===== src/rtl/clock_display_mux.sv =====
// clock_display_mux: 4-digit multiplexed 7-segment driver for a 12-hour HH:MM clock.
// The time is shadowed once per scan frame so one frame never mixes old and new digits.
// Each digit slot opens with a dark gap, which suppresses ghosting between digits.
module clock_display_mux #(
  parameter int unsigned SCAN_DIV  = 1024,
  parameter int unsigned BLANK_CYC = 16
) (
  input  logic       clk,
  input  logic       rst_n,
  input  logic [7:0] hh,
  input  logic [7:0] mm,
  input  logic       pm,
  input  logic       tick,
  input  logic       disp_en,
  output logic [6:0] seg,
  output logic       dp,
  output logic [3:0] an,
  output logic       colon
);

  localparam int unsigned CW      = (SCAN_DIV > 1) ? $clog2(SCAN_DIV) : 1;
  localparam logic [CW-1:0] C_LAST  = CW'(SCAN_DIV - 1);
  localparam logic [CW-1:0] C_BLANK = CW'(BLANK_CYC);

  // Scan position, shadowed time and blink state
  logic [CW-1:0] c_q, c_d;
  logic [1:0]    d_q, d_d;
  logic [7:0]    sh_hh_q, sh_hh_d;
  logic [7:0]    sh_mm_q, sh_mm_d;
  logic          sh_pm_q, sh_pm_d;
  logic          blink_q, blink_d;

  // Registered pad outputs
  logic [6:0]    seg_q, seg_d;
  logic          dp_q, dp_d;
  logic [3:0]    an_q, an_d;
  logic          colon_q, colon_d;

  logic [3:0]    nib;
  logic          slot_end;
  logic          frame_end;
  logic          vis;

  // BCD nibble to segment pattern; anything above 9 shows a dash
  function automatic logic [6:0] seg_decode(input logic [3:0] n);
    logic [6:0] s;
    case (n)
      4'd0:    s = 7'h3F;
      4'd1:    s = 7'h06;
      4'd2:    s = 7'h5B;
      4'd3:    s = 7'h4F;
      4'd4:    s = 7'h66;
      4'd5:    s = 7'h6D;
      4'd6:    s = 7'h7D;
      4'd7:    s = 7'h07;
      4'd8:    s = 7'h7F;
      4'd9:    s = 7'h6F;
      default: s = 7'h40;
    endcase
    return s;
  endfunction

  // Next-state: scan counters, frame-end snapshot, colon blink
  always_comb begin
    c_d     = c_q + CW'(1);
    d_d     = d_q;
    sh_hh_d = sh_hh_q;
    sh_mm_d = sh_mm_q;
    sh_pm_d = sh_pm_q;
    blink_d = blink_q;

    slot_end  = (c_q == C_LAST);
    frame_end = slot_end && (d_q == 2'd3);

    if (slot_end) begin
      c_d = '0;
      d_d = d_q + 2'd1;
    end
    if (frame_end) begin
      sh_hh_d = hh;
      sh_mm_d = mm;
      sh_pm_d = pm;
    end
    if (tick) begin
      blink_d = ~blink_q;
    end
  end

  // Output decode for the current (c,d); registered one cycle later
  always_comb begin
    nib     = 4'd0;
    an_d    = 4'b0000;
    seg_d   = 7'h00;
    dp_d    = 1'b0;
    colon_d = disp_en && blink_q;
    vis     = disp_en && (c_q >= C_BLANK);

    case (d_q)
      2'd0:    nib = sh_hh_q[7:4];
      2'd1:    nib = sh_hh_q[3:0];
      2'd2:    nib = sh_mm_q[7:4];
      default: nib = sh_mm_q[3:0];
    endcase

    if (vis) begin
      case (d_q)
        2'd0:    an_d = 4'b1000;
        2'd1:    an_d = 4'b0100;
        2'd2:    an_d = 4'b0010;
        default: an_d = 4'b0001;
      endcase
      // Leading hour-tens zero is blanked but the digit enable still scans
      if ((d_q == 2'd0) && (sh_hh_q[7:4] == 4'd0)) begin
        seg_d = 7'h00;
      end else begin
        seg_d = seg_decode(nib);
      end
      dp_d = (d_q == 2'd3) && sh_pm_q;
    end
  end

  // State and output registers
  always_ff @(posedge clk or negedge rst_n) begin
    if (!rst_n) begin
      c_q     <= '0;
      d_q     <= 2'd0;
      sh_hh_q <= 8'h12;
      sh_mm_q <= 8'h00;
      sh_pm_q <= 1'b0;
      blink_q <= 1'b1;
      seg_q   <= 7'h00;
      dp_q    <= 1'b0;
      an_q    <= 4'b0000;
      colon_q <= 1'b0;
    end else begin
      c_q     <= c_d;
      d_q     <= d_d;
      sh_hh_q <= sh_hh_d;
      sh_mm_q <= sh_mm_d;
      sh_pm_q <= sh_pm_d;
      blink_q <= blink_d;
      seg_q   <= seg_d;
      dp_q    <= dp_d;
      an_q    <= an_d;
      colon_q <= colon_d;
    end
  end

  assign seg   = seg_q;
  assign dp    = dp_q;
  assign an    = an_q;
  assign colon = colon_q;

endmodule

===== config.mk =====
export PLATFORM = sky130hd
export DESIGN_NAME = clock_display_mux
export DESIGN_NICKNAME = d
export VERILOG_FILES = /design/src/rtl/clock_display_mux.sv
export SDC_FILE = /design/constraint.sdc
export NUM_CORES = 1
export LEC_CHECK = 0
export ABC_AREA = 0
export ABC_CLOCK_PERIOD_IN_PS = 2500
export CAP_MARGIN = 25
export CORE_ASPECT_RATIO = 1.25
export CORE_MARGIN = 2
export CORE_UTILIZATION = 45
export CTS_CLUSTER_DIAMETER = 80
export DETAILED_ROUTE_END_ITERATION = 8
export MAX_ROUTING_LAYER = met4
export PLACE_DENSITY = 0.7
export SLEW_MARGIN = 30
export SYNTH_ARGS = -nofsm -noshare
export SYNTH_HDL_FRONTEND = slang
export SYNTH_SLANG_ARGS = --single-unit

===== constraint.sdc =====
create_clock -name clk -period 2.5 [get_ports clk]
set_input_delay 0.625 -clock clk [delete_from_list [all_inputs] [get_ports clk]]
set_output_delay 0.625 -clock clk [all_outputs]
set_load 0.02 [all_outputs]

Word level (Yosys, flattened, before mapping):

Memories as Yosys holds them, arrays and structs flattened.
Index checks and enable logic that the tools add are counted.

* memories kept: 1
* flip-flop bits (word level): 43
* word-level logic and storage cells: 33
* latch bits: 0
* memory bits (read-only): 112
* bits in writable memories: 0
* output and inout port bits: 13

* add/subtract/negate cells: 2
* $lt $le $gt $ge: 1
* bitwise operators: 1
* div/mod/pow operators: 0
* multiply operators: 0
* eq/ne operators: 4
* shift operators: 0
* reduce and logical (&&, ||, !) cells: 7
* multiplexer cells: 7

Memories
* (name not given): words 16, bits a word 7, read ports 1, clocked after memory_dff 0, wr ports 0, line 47 `case (n)`

Operators with widths (number)
* 4-bit case mux with 3 select lines: 2
* 7-bit two-way mux: 2
* 10-bit by 1-bit adder with 10-bit output (second input constant): 1
* 10-bit == test (second input constant): 1
* 10-bit by 5-bit greater-or-equal comparator with 1-bit output (second input constant): 1
* 10-bit two-way mux: 1
* 1-bit logical AND: 5
* 2-bit == test (second input constant): 2
* 4-bit zero test: 1
* 4-bit two-way mux: 1
* 2-bit by 1-bit adder with 2-bit output (second input constant): 1
* 2-bit by 1-bit == test with 1-bit output (second input constant): 1
* 2-bit zero test: 1
* 1-bit two-way mux: 1
* 1-bit NOT: 1

Longest topological paths before layout:

Gate-level depths: netlist of run 1.
An unclocked memory read counts as a cell.

* depth in word-level cells: 5
* mapped depth: 9
* gate-level depth less buffers: 9

Least setup slack after synthesis of run 1:

Ideal clock, no wire load.

* path kind: reg2reg
* start: register d_q[0]
* end: register seg_q[6], in the netlist seg[6]
* buffers on the path: 0
* cell stages (with the launch flop): 9
* path slack: 537 ps
* arrival time: 1885 ps
* period minus slack after synthesis: 1963 ps
* setup time: 78 ps
* cell sequence: dfrtp_1 -> inv_1 -> ha_1 -> a222oi_1 -> mux2_2 -> inv_1 -> ha_1 -> mux2_2 -> a21oi_1

* word-level cells in the longest chain between the ends: 5
* elaborated cells on any way between the ends: 8
* those cells by class: 2 x eq/ne; 3 x mux; 2 x reduce/logical; 1 x memory

Ends and longest elaborated chain
* start: declaration: line 27 `logic [1:0] d_q, d_d;`
* start signal: assignment: line 126 `d_q <= 2'd0;`
* start signal: assignment: line 137 `d_q <= d_d;`
* 2-bit == test, or another cell as far along: line 98 `case (d_q)`
* 4-bit case mux with 3 select lines: line 98
* memory 16 x 7 bit
* 7-bit two-way mux (*): line 113 `if ((d_q == 2'd0) && (sh_hh_q[7:4] == 4'd0)) begin`
* 7-bit two-way mux (*): line 105 `if (vis) begin`
* via seg_d[6]: line 34 `logic [6:0] seg_q, seg_d;`
* end signal: assignment: line 142 `seg_q <= seg_d;`
* end: declaration: line 34

Mark *: on every way through the listed nets, which the timed path passes. The rest lies on a longest branch.
A chain may end at the register's enable or synchronous reset.

Worst setup path after layout of run 1:

* start: register d_q[0]
* end: register seg_q[1], in the netlist seg[1]

The elaborated chain is that of the path after synthesis.

==> flow_summary_export.csv, run 1 <==
group,metric,value,unit
die,start_util,46.4,%
cts,path_clk_slew,0.08,ns
cells_and_area,stdcell_count,257,
die,core,4360,sq um
sta,skew,0.00530,ns
place,dpl.hpwl,2840,microns
sta,report.final.hold_viol_count,0,
cts,cts_buffers,5,
job,maxCapViolations,0,
pwr,max-vdd-ir-drop,346,uV
detailed_routing,drt_first_pass_iters,4,
logic_synthesis,ys_types,36,
detailed_routing,wl_per_cell,14.7,microns
worst_hold_path,hp-class,"in -> async",
setup_path,worst-path-buf-inv,2,
cts,clkSinkCount,43,
cells_and_area,drive_gt1_share,18.1,%
place,gp_congestion,0.911,
logic_synthesis,yosys.area.top_type,"dfrtp_1",
global_route,grt_overflow_total,0,
logic_synthesis,synth.avg_cell_area,12.7,sq um
pwr,leakage,1.16,nW
sta,drv_slew,0,
logic_synthesis,synthArstFlopShare,100,%
logic_synthesis,synthCells,159,
setup_path,arrival,2.43,ns
sta,timing.hold.ws,0.313,ns
logic_synthesis,ys_warn_count,0,
setup_path,critPathTopFamily,"adder cells",
detailed_routing,remaining_drc_errors,0,
setup_path,worstPathRequired,2.67,ns
status,outcome,"finished clean",
setup_path,reg2reg_setup_slack,0.24,ns
die,boundaryPins,34,
die,fp.dieArea,5050,sq um
place,io_buffers,33,
cts,htreeDepth,2,
place,place_area,2410,sq um
global_route,busiest_layer,"met2",
global_route,gr-usage-met1,20.1,%
cts,cts_tree,"done",
die,fp.dieW,64.0,microns
cts,insertion_delay,0.29,ns
logic_synthesis,synth_seq_cells,43,
logic_synthesis,ys.flop_type,"dfrtp_1",
detailed_routing,ant_nets,0,
setup_path,max_stage_delay,0.41,ns
detailed_routing,drtIter0Drc,110,
setup_path,setup.worst_path.start_class,"flip-flop",
detailed_routing,routed-via-count,1317,
global_route,grt_pass1_vias,1443,
global_route,antenna_found_initial,0,
die,rows,27,
setup_path,path_cells,"inv_1 > ha_1 > a222oi_1 > mux2_2 > inv_1 > ha_1 > o21ai_0 > a21oi_1",
logic_synthesis,post-synth-top-count-cell,"dfrtp_1",
cts,ctsResizeCount,0,
logic_synthesis,syn_area,2020,sq um
global_route,met3_usage,4.39,%
pwr,finalPower,1.38,mW
die,die_y,78.9,microns
logic_synthesis,synth_top_cell_area_share,49.5,%
cells_and_area,final_area,2510,sq um
sta,tightest_slew,0.520,ns
global_route,grt_max_degree,44,
cts,cts_hold_repair.buffers,0,
global_route,grt_pass1_wl,6520,microns
sta,min_period,2.26,ns
place,dp.cells,249,
detailed_routing,routed_wl,3780,microns
setup_path,critical_path.endpoint_type,"flip-flop",
global_route,grtUsageTotal,16.8,%
pwr,p_per_area,550,nW/um^2
logic_synthesis,synth_common_cells,"40 x dfrtp_1, 12 x inv_1, 11 x ha_1, 11 x mux2_2, 10 x mux2_4",
global_route,grtUsageMet2,27.4,%
setup_path,cp_max_fo,8,
sta,rsz0062_at_grt,"false",
cells_and_area,area_growth,24.4,%
logic_synthesis,ys_seq_area_share,53.4,%
logic_synthesis,synth-edff-count,0,
setup_path,critical_path_class,"reg -> reg",
logic_synthesis,synth_nets,191,
sta,setup_viol,0,
detailed_routing,viasPerCell,5.12,
sta,max_freq,442,MHz
cts,cts_max_path_buffers,2,
logic_synthesis,synth_area_leaders,"dfrtp_1 50%, mux2_4 7.4%, ha_1 6.8%",
cells_and_area,final_nets,230,
cts,cts_root_buf,"clkbuf_8",
sta,setup_tns,0,ns
cts,post-cts-setup-buffers,0,
sta,fin_crit_sh,90.4,%
sta,max-slew-margin-rel,65.3,%
setup_path,worst_path_max_delay_cell,"dfrtp_1",
cells_and_area,diodes,0,
[worst register-to-register path: stages (launching register included)]
cell and delay (ns):
dfrtp_1 0.41, inv_1 0.11, ha_1 0.28, a222oi_1 0.32, mux2_2 0.31, inv_1 0.09
ha_1 0.33, o21ai_0 0.20, a21oi_1 0.09
[logic make-up (layout without fill, tap and decap cells)]
group                    count (synthesis)  after routing  share of synthesized area, %
flip-flops                              43             43                          53.4
AND/OR/NAND/NOR                         35             35                          10.5
AO/OA/AOI/OAI                           24             24                          7.86
multiplexers                            24             24                          15.0
buffers and inverters                   14             54                          2.97
adder cells (fa/ha/maj)                 11             11                          6.81
XOR/XNOR                                 8              8                          3.47
[sequential cells by signal (all words and copies together), names as in the netlist]
| signal | flops |
|---|---|
| d_q | 2 |
| colon | 1 |
| c_q | 10 |
| blink_q | 1 |
| sh_mm_q | 8 |
| sh_hh_q | 8 |
| an | 4 |
| seg | 7 |
| dp | 1 |
| sh_pm_q | 1 |
[power by group]
group | leakage (nW) | internal, mW | switching (mW) | total [mW]
clock | 0.0515 | 0.252 | 0.215 | 0.467
combinational | 0.581 | 0.0874 | 0.0721 | 0.159
sequential | 0.531 | 0.738 | 0.0187 | 0.757
total | 1.16 | 1.08 | 0.306 | 1.38
[layer usage]
layer	wire length, microns	vias to the layer above
li1	-	634
met1	1630	627
met2	1890	49
met3	207	7
met4	59	0
met5	0	-
[final cells by class]
| class | count | area [sq um] |
|---|---|---|
| multi-input cells | 102 | 882 |
| fillers | 355 | 1840 |
| inverters | 12 | 45.0 |
| well taps | 58 | 72.6 |
| clock buffers | 8 | 100 |
| flip-flops and latches | 43 | 1080 |
| repair buffers | 34 | 335 |
[final timing paths]
check | startpoint | to | cells after the start
min | rst_n | c_q[8] | 1
max reg2reg | d_q[0] | seg[1] | 8
min reg2reg | c_q[0] | c_q[0] | 1
min in group clk | c_q[0] | c_q[0] | 1
max in group asynchronous | rst_n | sh_hh_q[1] | 1
max | d_q[0] | seg[1] | 8
[per-stage QoR]
stage	setup WS, ns	util, %
after floorplan	0.537	-
after global placement	0.442	55.4
after detailed placement	0.288	55.4
after CTS	0.236	57.7
after global routing	0.0556	57.7
final	0.239	57.7
[cells in the final DEF (no fill, tap or decap), types with 2 or more instances in the layout]
cell / Yosys / final
a21oi_1: 7 / 7
clkdlybuf4s50_1: 0 / 32
dfstp_2: 3 / 3
and2_1: 5 / 5
o22ai_1: 3 / 3
ha_1: 11 / 11
xnor2_1: 5 / 5
nand4_1: 3 / 3
nand2_1: 7 / 7
o21ai_0: 4 / 4
xor2_1: 3 / 3
clkbuf_8: 0 / 7
nand3_1: 5 / 5
nor2_1: 4 / 4
inv_1: 12 / 12
mux2_2: 11 / 11
buf_4: 0 / 2
dfrtp_1: 40 / 40
a21o_1: 2 / 2
or4_1: 2 / 2
mux2i_1: 3 / 3
mux2_4: 10 / 10
a222oi_1: 3 / 3
Power figures use the tool's default switching activity.
==> run 2, diff against run 1 <==
--- a/config.mk
+++ b/config.mk
@@ -9,9 +9,8 @@
 export ABC_CLOCK_PERIOD_IN_PS = 2500
 export CAP_MARGIN = 25
 export CORE_ASPECT_RATIO = 1.25
-export CORE_MARGIN = 2
+export CORE_MARGIN = 4
 export CORE_UTILIZATION = 45
-export CTS_CLUSTER_DIAMETER = 80
 export DETAILED_ROUTE_END_ITERATION = 8
 export MAX_ROUTING_LAYER = met4
 export PLACE_DENSITY = 0.7
==> run 2 against run 1 <==
  * Non-clock buffer count is the same
  * Sequential power is essentially flat
  * First-iteration DRC count rose by 0.91%
  * Maximum frequency up 1.4%
==> flow_summary_export.csv, run 2 (synthesized netlist as in run 1, its figures left out) <==
group,metric,value,unit
global_route,grt_overflow_total,0,
pwr,max-vdd-ir-drop,294,uV
setup_path,max_stage_delay,0.40,ns
detailed_routing,drtIter0Drc,111,
place,io_buffers,33,
cells_and_area,diodes,0,
cells_and_area,seq_area,1080,sq um
setup_path,worstPathRequired,2.72,ns
cells_and_area,largest_reg_flops,10,
cts,clkSinkCount,43,
detailed_routing,viasPerCell,5.25,
die,fp.dieW,68.0,microns
setup_path,setup.worst_path.start_class,"flip-flop",
detailed_routing,routed_wl,3620,microns
die,start_util,46.0,%
setup_path,critical_path.endpoint_type,"flip-flop",
sta,drv_slew,0,
setup_path,worstRegToRegCells,8,
detailed_routing,ant_nets,0,
cells_and_area,final_cell_mix,"40 x dfrtp_1, 32 x clkdlybuf4s50_1, 12 x inv_1, 11 x mux2_2, 11 x ha_1",
setup_path,worst_path_max_delay_cell,"dfrtp_1",
global_route,grtUsageTotal,14.7,%
cts,cts_max_path_buffers,2,
job,maxCapViolations,0,
sta,setup_tns,0,ns
detailed_routing,routed-via-count,1348,
die,core,4390,sq um
cells_and_area,post-route-util,56.9,%
setup_path,reg2reg_setup_slack,0.27,ns
cts,insertion_delay,0.29,ns
place,post-place-ws,0.325,ns
sta,tightest_slew,0.528,ns
setup_path,path_cells,"inv_1 > ha_1 > a222oi_1 > mux2_2 > inv_1 > ha_1 > mux2_2 > a21oi_1",
sta,min_period,2.23,ns
sta,max_freq,448,MHz
detailed_routing,wl_per_cell,14.1,microns
detailed_routing,remaining_drc_errors,0,
sta,fin_crit_sh,89.2,%
detailed_routing,drt_first_pass_iters,5,
cells_and_area,registers.top_by_ff_count,"c_q",
sta,setup_viol,0,
setup_path,cp_max_fo,8,
sta,setup_ws,0.270,ns
cells_and_area,fillers,369,
cells_and_area,drive_gt1_share,18.6,%
cells_and_area,final_common_cell,"dfrtp_1",
global_route,antenna_found_initial,0,
cts,cts_root_buf,"clkbuf_8",
place,gp_congestion,0.939,
cts,cts_buffers,5,
cts,cts_tree,"done",
worst_hold_path,hp-class,"in -> async",
sta,max-slew-margin-rel,64.8,%
pwr,leakage,1.16,nW
sta,rsz0062_at_grt,"false",
setup_path,arrival,2.45,ns
cells_and_area,multiInputGateArea,882,sq um
cells_and_area,reg.largest.list,"c_q (10), sh_hh_q (8), sh_mm_q (8)",
cts,path_clk_slew,0.08,ns
pwr,p_per_area,531,nW/um^2
cells_and_area,final_nets,230,
place,dpl.hpwl,2690,microns
cts,post-cts-setup-buffers,0,
setup_path,r2r-start,"d_q[0]",
cts,cts_hold_repair.buffers,0,
die,rows,27,
die,die_y,82.9,microns
cts,htreeDepth,2,
global_route,grt_max_degree,44,
setup_path,critical_path_class,"reg -> reg",
sta,report.final.hold_viol_count,0,
setup_path,worst_r2r_endpoint,"seg[6]",
cells_and_area,area_growth,23.6,%
die,boundaryPins,34,
cts,ctsResizeCount,0,
sta,skew,0.00534,ns
die,fp.dieArea,5640,sq um
global_route,grt_pass1_vias,1366,
global_route,grt_pass1_wl,6290,microns
status,outcome,"finished clean",
run 2: cell types whose count changed in the layout (fill, tap and decap cells not counted):
cell,before,now
clkinv_2,0,3
clkbuf_8,7,5
clkbuf_1,1,0
run 2: layer usage:
| layer | GRT usage (%) | share of wire (%) | routed length (microns) | vias to the layer above |
|---|---|---|---|---|
| met2 | 23.2 | 49 | 1780 | 50 |
| met3 | 4.06 | 6.3 | 227 | 7 |
| li1 | - | - | - | 638 |
| met4 | 5.06 | 1.6 | 59 | 0 |
| met5 | - | 0 | 0 | - |
| met1 | 18.0 | 43 | 1550 | 653 |
run 2: final cells by class:
type,instances,share of cell area [%]
timing repair buffer,34,13.4
multi-input combinational,102,35.3
tap,58,2.90
inverter,12,1.80
clock inverter,3,0.601
clock buffer,5,2.75
sequential,43,43.2
run 2: worst max-delay path by stage:
stage,start,end,cells after the start
6_report,d_q[0],seg[6],8
5_1_grt,d_q[0],seg[1],8
4_1_cts,d_q[0],seg[6],8
3_5_place_dp,d_q[0],seg[1],8
3_3_place_gp,d_q[0],seg[6],8
2_1_floorplan,d_q[0],seg[6],8
run 2: per-stage QoR:
| stage | instance area (sq um) | std cells | total power, mW | hold WS [ns] |
|---|---|---|---|---|
| 3_5_place_dp | 2410 | 249 | 0.930 | 0.491 |
| 4_1_cts | 2500 | 257 | 1.35 | 0.497 |
| 5_1_grt | 2500 | 257 | 1.39 | 0.354 |
| 2_1_floorplan | 2020 | 159 | 0.841 | 0.329 |
| 3_3_place_gp | 2410 | 249 | 0.923 | 0.487 |
| 6_report | 2500 | 257 | 1.33 | 0.307 |
run 2: power breakdown:
part / switching, mW / internal (mW) / leakage, nW
clock: 0.222 / 0.191 / 0.0477
sequential: 0.0181 / 0.738 / 0.531
combinational: 0.0709 / 0.0871 / 0.581
total: 0.311 / 1.02 / 1.16
run 2: worst max-delay path: cells and delay by family, from the launching register on:
kind	cells	cell delay, ns
muxes	2	0.58
AOI/OAI and AO/OA	2	0.49
buffers and inverters	2	0.19
DFF	1	0.40
adders and majority gates	2	0.49
